**config.mk**
```make
export PLATFORM = sky130hd
export DESIGN_NAME = nav_heading_fsm
export DESIGN_NICKNAME = d
export VERILOG_FILES = /design/src/rtl/nav_heading_fsm.sv
export SDC_FILE = /design/constraint.sdc
export NUM_CORES = 1
export LEC_CHECK = 0
export BUFFER_PORTS_ARGS = -buffer_cell sky130_fd_sc_hd__buf_2
export CORE_MARGIN = 4
export CORE_UTILIZATION = 40
export DETAILED_ROUTE_END_ITERATION = 6
export PLACE_DENSITY = 0.74
export SLEW_MARGIN = 20
export SYNTH_ARGS = -nofsm -noshare
export SYNTH_HDL_FRONTEND = slang
export SYNTH_SLANG_ARGS = --single-unit
```
**constraint.sdc**
```tcl
create_clock -name CLK -period 1.7 [get_ports CLK]
set_input_delay 0.17 -clock CLK [delete_from_list [all_inputs] [get_ports CLK]]
set_output_delay 0.17 -clock CLK [all_outputs]
set_load 0.1 [all_outputs]
```
**src/rtl/nav_heading_fsm.sv**
```systemverilog
// nav_heading_fsm: heading/navigation controller between the command decoder
// and the motor sequencer. Commands (straight/left/right/stop) arrive over a
// valid/ready handshake. Turns and moves are modelled as multi-cycle busy
// periods, and their effect lands on the completing edge together with a one-cycle
// done pulse.
// Optional build macro: NAV_ABORT_EN adds abort/abort_ack so that an in-flight
// turn or move can be cancelled.
module nav_heading_fsm #(
  parameter int HEADING_W    = 2,
  parameter int TURN_STEP    = 1,
  parameter int TURN_CYCLES  = 2,
  parameter int MOVE_CYCLES  = 3,
  parameter int ODO_W        = 4,
  parameter int INIT_HEADING = 0
) (
  input  logic                 CLK,
  input  logic                 nRESET,
  input  logic                 cmd_valid,
  input  logic [1:0]           cmd,
  output logic                 cmd_ready,
  input  logic                 resume,
  output logic [HEADING_W-1:0] heading,
  output logic [ODO_W-1:0]     odometer,
  output logic                 busy,
  output logic                 halted,
  output logic                 done,
  output logic [1:0]           fsm_state
`ifdef NAV_ABORT_EN
  ,
  input  logic                 abort,
  output logic                 abort_ack
`endif
);

  typedef enum logic [1:0] {
    S_IDLE = 2'd0,
    S_TURN = 2'd1,
    S_MOVE = 2'd2,
    S_HALT = 2'd3
  } state_t;

  localparam logic [1:0] CMD_STRAIGHT = 2'd0;
  localparam logic [1:0] CMD_LEFT     = 2'd1;
  localparam logic [1:0] CMD_RIGHT    = 2'd2;

  // The counter only has to hold the larger load value (N-1).
  localparam int MAXC  = (TURN_CYCLES > MOVE_CYCLES) ? TURN_CYCLES : MOVE_CYCLES;
  localparam int CNT_W = (MAXC < 2) ? 1 : $clog2(MAXC);

  localparam logic [CNT_W-1:0]     TURN_LOAD = CNT_W'(TURN_CYCLES - 1);
  localparam logic [CNT_W-1:0]     MOVE_LOAD = CNT_W'(MOVE_CYCLES - 1);
  localparam logic [HEADING_W-1:0] STEP      = HEADING_W'(TURN_STEP);
  localparam logic [HEADING_W-1:0] HEAD_INIT = HEADING_W'(INIT_HEADING);

  state_t               state, state_nx;
  logic [CNT_W-1:0]     cnt, cnt_nx;
  logic                 turn_right, turn_right_nx;
  logic [HEADING_W-1:0] heading_nx;
  logic [ODO_W-1:0]     odo_nx;
  logic                 done_nx;
`ifdef NAV_ABORT_EN
  logic                 ack_nx;
`endif

  assign fsm_state = state;

  // State register plus registered flags. The flags are decoded from the next
  // state, so they change on the same edge as fsm_state.
  always_ff @(posedge CLK or negedge nRESET) begin
    if (!nRESET) begin
      state      <= S_IDLE;
      cnt        <= '0;
      turn_right <= 1'b0;
      heading    <= HEAD_INIT;
      odometer   <= '0;
      done       <= 1'b0;
      busy       <= 1'b0;
      halted     <= 1'b0;
      cmd_ready  <= 1'b1;
`ifdef NAV_ABORT_EN
      abort_ack  <= 1'b0;
`endif
    end else begin
      state      <= state_nx;
      cnt        <= cnt_nx;
      turn_right <= turn_right_nx;
      heading    <= heading_nx;
      odometer   <= odo_nx;
      done       <= done_nx;
      busy       <= (state_nx == S_TURN) || (state_nx == S_MOVE);
      halted     <= (state_nx == S_HALT);
      cmd_ready  <= (state_nx == S_IDLE);
`ifdef NAV_ABORT_EN
      abort_ack  <= ack_nx;
`endif
    end
  end

  // Next-state logic. A turn or move completes when the counter reaches zero,
  // and the heading or odometer is updated on that same edge.
  always_comb begin
    state_nx      = state;
    cnt_nx        = cnt;
    turn_right_nx = turn_right;
    heading_nx    = heading;
    odo_nx        = odometer;
    done_nx       = 1'b0;
`ifdef NAV_ABORT_EN
    ack_nx        = 1'b0;
`endif
    unique case (state)
      S_IDLE: begin
        if (cmd_valid && cmd_ready) begin
          unique case (cmd)
            CMD_STRAIGHT: begin
              state_nx = S_MOVE;
              cnt_nx   = MOVE_LOAD;
            end
            CMD_LEFT, CMD_RIGHT: begin
              state_nx      = S_TURN;
              cnt_nx        = TURN_LOAD;
              turn_right_nx = (cmd == CMD_RIGHT);
            end
            default: state_nx = S_HALT;
          endcase
        end
      end
      S_TURN, S_MOVE: begin
        // Completion has priority over abort on the same edge.
        if (cnt == '0) begin
          state_nx = S_IDLE;
          done_nx  = 1'b1;
          if (state == S_TURN) begin
            heading_nx = turn_right ? heading + STEP : heading - STEP;
          end else if (odometer != '1) begin
            odo_nx = odometer + 1'b1;
          end
        end
`ifdef NAV_ABORT_EN
        else if (abort) begin
          state_nx = S_IDLE;
          cnt_nx   = '0;
          ack_nx   = 1'b1;
        end
`endif
        else begin
          cnt_nx = cnt - 1'b1;
        end
      end
      S_HALT: begin
        if (resume) state_nx = S_IDLE;
      end
      default: state_nx = S_IDLE;
    endcase
  end

endmodule

```
## Yosys cells after proc, flatten, opt, wreduce, memory -nomap -nowiden

Index checks and enable logic that the tools add are counted.
Widths: inputs -> output; s select.

- Register bits after elaboration: 15
- Input bits: 6
- Word-level logic and storage cells: 51

- Add/sub/neg operators: 4
- Eq/ne operators: 12
- Multiplexer cells: 12
- Bitwise logic cells: 1
- Reduce and logical (&&, ||, !) cells: 13

Operators by type and width:

| kind | count |
|---|---|
| $mux 2 | 6 |
| $pmux 2 s2 | 3 |
| $eq 2x2->1 const B | 5 |
| $logic_not 2->1 | 4 |
| $reduce_and 4->1 | 2 |
| $eq 2x1->1 const B | 3 |
| $pmux 2 s3 | 1 |
| $reduce_and 3->1 | 2 |
| $add 4x1->4 const B | 1 |
| $ne 2x2->1 const B | 2 |
| $ne 4x4->1 const B | 1 |
| $reduce_or 2->1 | 2 |
| $sub 2x1->2 const B | 2 |
| $ne 3x1->1 const B | 1 |
| $add 2x1->2 const B | 1 |
| $mux 1 | 2 |
| $reduce_bool 2->1 | 1 |
| $logic_and 1x1->1 | 1 |
| $logic_or 1x1->1 | 1 |
| $not 1->1 | 1 |

## Longest topological paths before layout

Gate-level depths: netlist of run 1.

- Depth in word-level cells: 7
- Mapped depth: 6

## Worst setup path after synthesis of run 1

No wires, ideal clock.

- Path kind: reg-to-reg
- Start: register state[1], in the netlist fsm_state[1]
- End: register cnt[0]
- Library setup time: 0.125 ns
- Arrival: 2.312 ns
- Required time: 1.575 ns
- Path slack: -0.736 ns
- Stages on the path, launching flop included: 7
- Path buffers: 0
- Clock period less this slack: 2.436 ns
- Path through: dfrtp_1 > inv_1 > ha_1 > nand2_2 > inv_1 > a211oi_1 > mux2_2

- Longest elaborated chain between the ends: 4
- Elaborated cells between the ends (all ways): 10

Ends and longest elaborated chain:

| item | RTL line | text |
|---|---|---|
| from (decl) | 55 | `state_t state, state_nx;` |
| from (signal assigned) | 84 | `state <= state_nx;` |
| $eq 2x1->1 or $eq 2x2->1 (tied branches) | 111 | `unique case (state)` |
| $reduce_or 2->1 | 111 |  |
| $ne 2x2->1 (no source line) or $reduce_bool 2->1 (tied branches) | n/a |  |
| $reduce_and 4->1 (no source line) | n/a |  |
| to (signal assigned) | 85 | `cnt <= cnt_nx;` |
| to (decl) | 56 | `logic [CNT_W-1:0] cnt, cnt_nx;` |

Several ways; a longest one is shown, not always the timed one.
A chain may end at the register's enable or synchronous reset.

## Worst setup path after layout of run 1

- Start: register odometer[0]
- End: register odometer[1]

- Longest elaborated chain between the ends: 2
- Elaborated cells between the ends (all ways): 3

Ends and longest elaborated chain:

| item | RTL line | text |
|---|---|---|
| from (decl) | 23 | `output logic [ODO_W-1:0] odometer,` |
| from (signal assigned) | 88 | `odometer <= odo_nx;` |
| branches (longest 2 deep; another with $add 4x1->4) | n/a |  |

Several ways; the timed one is not identified.

==> qor.yml, run 1 <==
status: "complete, no violations"
grt_max_degree: 16
hp-start: "cmd[1]"
post-synth-top-area-cell: "dfrtp_1"
die_width_um: 53.3
synthToLayoutAreaGrowth_pct: 28.4
report.final.hold_viol_count: 0
whs_ns: 0.297
cts_hold_buf: 1
clock.fmax_ghz: 0.609
final_cells: 125
finClkSkew_ns: 0.00517
pin_count: 18
grt-ovfl-total: 0
place.gp.congestion: 0.754
hp-class: "in -> reg"
path_depth: 4
maxSlewHeadroom_pct: 67.7
clk_path_buf_depth: 2
cts_tree: "built"
start_kind: "register"
grtUsageTotal_pct: 12.7
core_area_sq_um: 1960
critPathMaxFanout: 4
yosysSeqAreaShare_pct: 45.9
arrival_ns: 1.81
end_kind: "register"
die-area_sq_um: 2840
ctsResizeCount: 0
via_per_inst: 4.81
cts_setup_buffers: 0
reg2reg_slack_ns: 0.06
htree_levels: 1
antenna_found_initial: 0
nets: 113
ys_warn_count: 0
clk_latency_ns: 0.27
reg2reg_from: "odometer[0]"
hold-path-cell-count: 3
synth.top_cell.area_share_pct: 42.7
critical_path_class: "reg -> reg"
layout_commonest_cell: "buf_2"
die_y_um: 53.3
required_ns: 1.87
layout_common_cells: "17 x buf_2, 8 x dfrtp_1, 6 x inv_1, 6 x ha_1"
finalWorstSetupSlack_ns: 0.0583
dp_cells: 120
finalCritPeriodShare_pct: 96.6
syn-num-nets: 87
ys_seq_elements: 15
initial_core_util_pct: 41.8
numCtsBuffers: 3
rsz0062_at_grt: "false"
dp_slack_ns: 0.0751
synth_area_sq_um: 821
ant_nets: 0
worstPathCellList: "ha_4 -> and3_1 -> or3_4 -> mux2_4"
clockRootBuffer: "clkbuf_4"
finalWirelength_mm: 1.54
syn_area_per_cell_sq_um: 11.2
grt_pass1_vias: 607
synth_area_leaders: "dfrtp_1 43%, ha_1 12%, xor2_1 4.3%"
grt_pass1_wl_mm: 2.58
core.rowCount: 16
worst_pin_slew_ns: 0.488
critPathMaxStageDelay_ns: 0.52
drv_slew: 0
drc_errors: 0
ys_types: 28
synth_cells: 73
via_count: 601
drv_cap: 0
wl_per_cell_um: 12.3
dr.pass1.iters: 5
setup_violations: 0
drtIter0Drc: 6
ff2ff_path_depth: 4
path_delay_family: "simple AND/OR/NAND/NOR gates"
path_buf_inv: 0
period_needed_ns: 1.64
crit_path_top_delay_cell: "dfrtp_4"
diodes: 0
io_buffers: 17
cts_sinks: 15
crit_start: "odometer[0]"
dp_hpwl_mm: 1.20
drive_above_1_share_pct: 42.9
clk_pin_slew_ns: 0.09
-- registers in the layout (all words and copies together) (netlist names) --
register,cells
done,1
fsm_state,2
halted,1
heading,2
busy,1
odometer,4
cnt,2
cmd_ready,1
turn_right,1
-- stage by stage --
stage                     utilization, %  TNS (ns)  area, sq um
after floorplan                        -    -0.260          876
after global placement              51.8         0         1020
after detailed placement            51.8         0         1020
after CTS                           53.7         0         1050
after global routing                53.7         0         1050
final                               53.7         0         1050
-- cells in the mapped netlist --
cell type and count:
dfrtp_1 14, ha_1 8, inv_1 8, xor2_1 4
a21oi_1 3, nand2_1 3, nand3_1 3, nor2_1 3
xnor2_1 3, and3_1 2, mux2_2 2, mux2i_1 2
nor2b_1 2, nor3_1 2, a211oi_1 1, a311o_1 1
dfstp_2 1, mux2_4 1, nand2_2 1, nand2b_1 1
nand3b_1 1, nor4b_1 1, o22ai_1 1, o31ai_1 1
o32ai_1 1, or3_4 1, or4_4 1, xnor2_2 1
-- per-layer routing --
layer | track usage (%) | vias to the layer above | part of all wire, %
li1 | - | 303 | -
met1 | 14.4 | 281 | 42
met2 | 22.2 | 15 | 52
met3 | 2.54 | 2 | 4.5
met4 | 6.38 | 0 | 1.2
met5 | 0 | - | 0
-- cell families (layout without fill, tap and decap cells) --
kind of cell	Yosys count	count (layout)	synth area share [%]
adders and majority gates	8	8	12.2
AOI/OAI and AO/OA	8	8	6.71
DFF	15	15	45.9
and+or+nand+nor	21	21	15.1
xor gates and xnor gates	8	8	9.45
buffers and inverters	8	33	3.66
muxes	5	5	7.01
-- final timing paths --
path	endpoint
worst max register to register	odometer[1]
min in group asynchronous	fsm_state[1]
max in group asynchronous	cmd_ready
worst min register to register	heading[1]
worst max-delay path	odometer[1]
worst min-delay path	turn_right
-- layout make-up --
class,count,area (sq um)
clock buffer,4,26.3
timing repair buffer,21,118
tap,27,33.8
fill,204,908
inverter,8,32.5
sequential,15,394
multi-input combinational,50,449
-- worst min-delay path, stage by stage --
cell and delay (ns):
buf_2 0.10, ha_1 0.13, mux2_2 0.13
Power of run 1 is not shown: default switching activity piles up to over one toggle a cycle in this logic, so the estimate is an artifact.
==> run 2, diff against run 1 <==
==> constraint.sdc (replaced) <==
create_clock -name CLK -period 1.7 [get_ports CLK]
set_input_delay 0.17 -clock CLK [delete_from_list [all_inputs] [get_ports CLK]]
set_output_delay 0.17 -clock CLK [all_outputs]
set_load 0.005 [all_outputs]
==> qor.yml, run 2 (synthesis gave the netlist of run 1 again) <==
antenna_found_initial: 0  # unchanged
layout_commonest_cell: "buf_2"
diodes: 0  # unchanged
finalCritPeriodShare_pct: 95.4  # -1.2 points
worst_pin_slew_ns: 0.346  # -0.142 ns
die_y_um: 53.3  # unchanged
cp-endpoint: "odometer[1]"
htree_levels: 1  # unchanged
initial_core_util_pct: 41.8  # unchanged
drive_above_1_share_pct: 35.1  # -7.8 points
clockRootBuffer: "clkbuf_4"
end_kind: "register"
core_area_sq_um: 1960  # unchanged
ant_nets: 0  # unchanged
finalWirelength_mm: 1.54  # +0.20%
cts_tree: "built"
report.final.hold_viol_count: 0  # unchanged
tns_ns: 0  # unchanged
via_count: 606  # +0.83%
pin_count: 18  # unchanged
wl_per_cell_um: 12.4  # +1.0%
synthToLayoutAreaGrowth_pct: 24.4
ir_worst_vdd_uv: 628
grt_pass1_vias: 597  # -1.6%
reg2reg_slack_ns: 0.08  # +0.02 ns
layout_common_cells: "17 x buf_2, 13 x dfrtp_1, 8 x inv_1"
reg2reg_from: "fsm_state[0]"
via_per_inst: 4.89  # +1.6%
clk_path_buf_depth: 2  # unchanged
critPathMaxFanout: 7  # +3
grt-ovfl-total: 0  # unchanged
drtIter0Drc: 16  # +10
dp_hpwl_mm: 1.19  # -0.53%
die_width_um: 53.3  # unchanged
hold-path-cell-count: 3  # unchanged
ff2ff_path_depth: 5  # +1
period_needed_ns: 1.62  # -0.0206 ns
io_buffers: 17  # unchanged
grt_max_degree: 16  # unchanged
required_ns: 1.89  # +0.02 ns
setup_violations: 0  # unchanged
clock.fmax_ghz: 0.617  # +1.3%
finalWorstSetupSlack_ns: 0.0788  # +0.0206 ns
die-area_sq_um: 2840  # unchanged
maxSlewHeadroom_pct: 76.7  # +9.1 points
arrival_ns: 1.81  # about the same
dp_slack_ns: 0.0802  # +0.00512 ns
clk_pin_slew_ns: 0.10  # about the same
crit_start: "fsm_state[0]"
p_per_area_nw_per_um2: 1860
cts_setup_buffers: 0  # unchanged
place.gp.congestion: 0.889  # +18%
critical_path_class: "reg -> reg"
rr_endpoint: "odometer[1]"
start_kind: "register"
grtUsageTotal_pct: 12.6  # -0.11 points
finClkSkew_ns: 0.00666  # +0.00149 ns
hp-class: "in -> reg"
drc_errors: 0  # unchanged
cts_sinks: 15  # unchanged
grt_pass1_wl_mm: 2.59  # +0.27%
numCtsBuffers: 3  # unchanged
p_leak_uw: 0.000527
drv_slew: 0  # unchanged
nets: 112  # -0.88%
utilization_pct: 52.0  # -1.7 points
dr.pass1.iters: 4  # -1
core.rowCount: 16  # unchanged
rsz0062_at_grt: "false"
clk_latency_ns: 0.29  # +0.02 ns
status: "complete, no violations"
regMostFlops: "odometer"
drv_cap: 0  # unchanged
largest_reg_flops: 4  # unchanged
==> run 2: metrics by stage <==
step / area (sq um) / hold WS (ns) / instances / power (uW)
3_3_place_gp: 973 / 0.0860 / 119 / 1600
6_report: 1020 / 0.271 / 124 / 1890
4_1_cts: 1010 / 0.274 / 124 / 1860
2_1_floorplan: 840 / -0.126 / 73 / 1330
3_5_place_dp: 973 / 0.0902 / 119 / 1640
5_1_grt: 1020 / 0.293 / 124 / 2080
==> run 2: what timing repair did <==
item,in CTS,in global routing
gates resized for setup,0,1
endpoints found under the setup margin,0,1
hold buffers,1,0
endpoints found under the hold margin,14,0
==> run 2: where the power goes <==
group / internal (uW) / switching [uW] / total, uW / leakage (uW)
combinational: 528 / 510 / 1040 / 0.000327
clock: 89.7 / 125 / 214 / 0.0000139
sequential: 531 / 111 / 642 / 0.000186
==> run 2: routing by layer <==
layer | share of wire, % | vias up | global-route usage (%)
met2 | 49 | 15 | 21.4
met3 | 4.2 | 5 | 1.69
met4 | 2.5 | 0 | 6.38
li1 | - | 296 | -
met1 | 44 | 290 | 15.3
met5 | 0 | - | 0
==> run 2: worst max-delay path, cell delays in order, from the launching register on <==
cell and delay, ns:
dfrtp_2 0.38, inv_1 0.07, ha_4 0.30, nand2_2 0.08, or3_4 0.39, mux2_4 0.30
==> run 2: cell type report <==
class	instances	area, sq um
repair buffers	20	110
fillers	195	941
clock inverters	1	7.51
flip-flops and latches	15	378
multi-input cells	50	439
well taps	27	33.8
clock buffers	3	22.5
inverters	8	30.0
==> run 2: worst min path at each step <==
stage,startpoint,to,slack [ns]
after floorplan,nRESET,busy,-0.13
after global placement,nRESET,odometer[3],0.09
after detailed placement,nRESET,heading[1],0.09
after CTS,cmd[1],turn_right,0.27
after global routing,cmd[1],turn_right,0.29
final,cmd[1],turn_right,0.27
No activity file was read; power rests on OpenSTA's default activity.
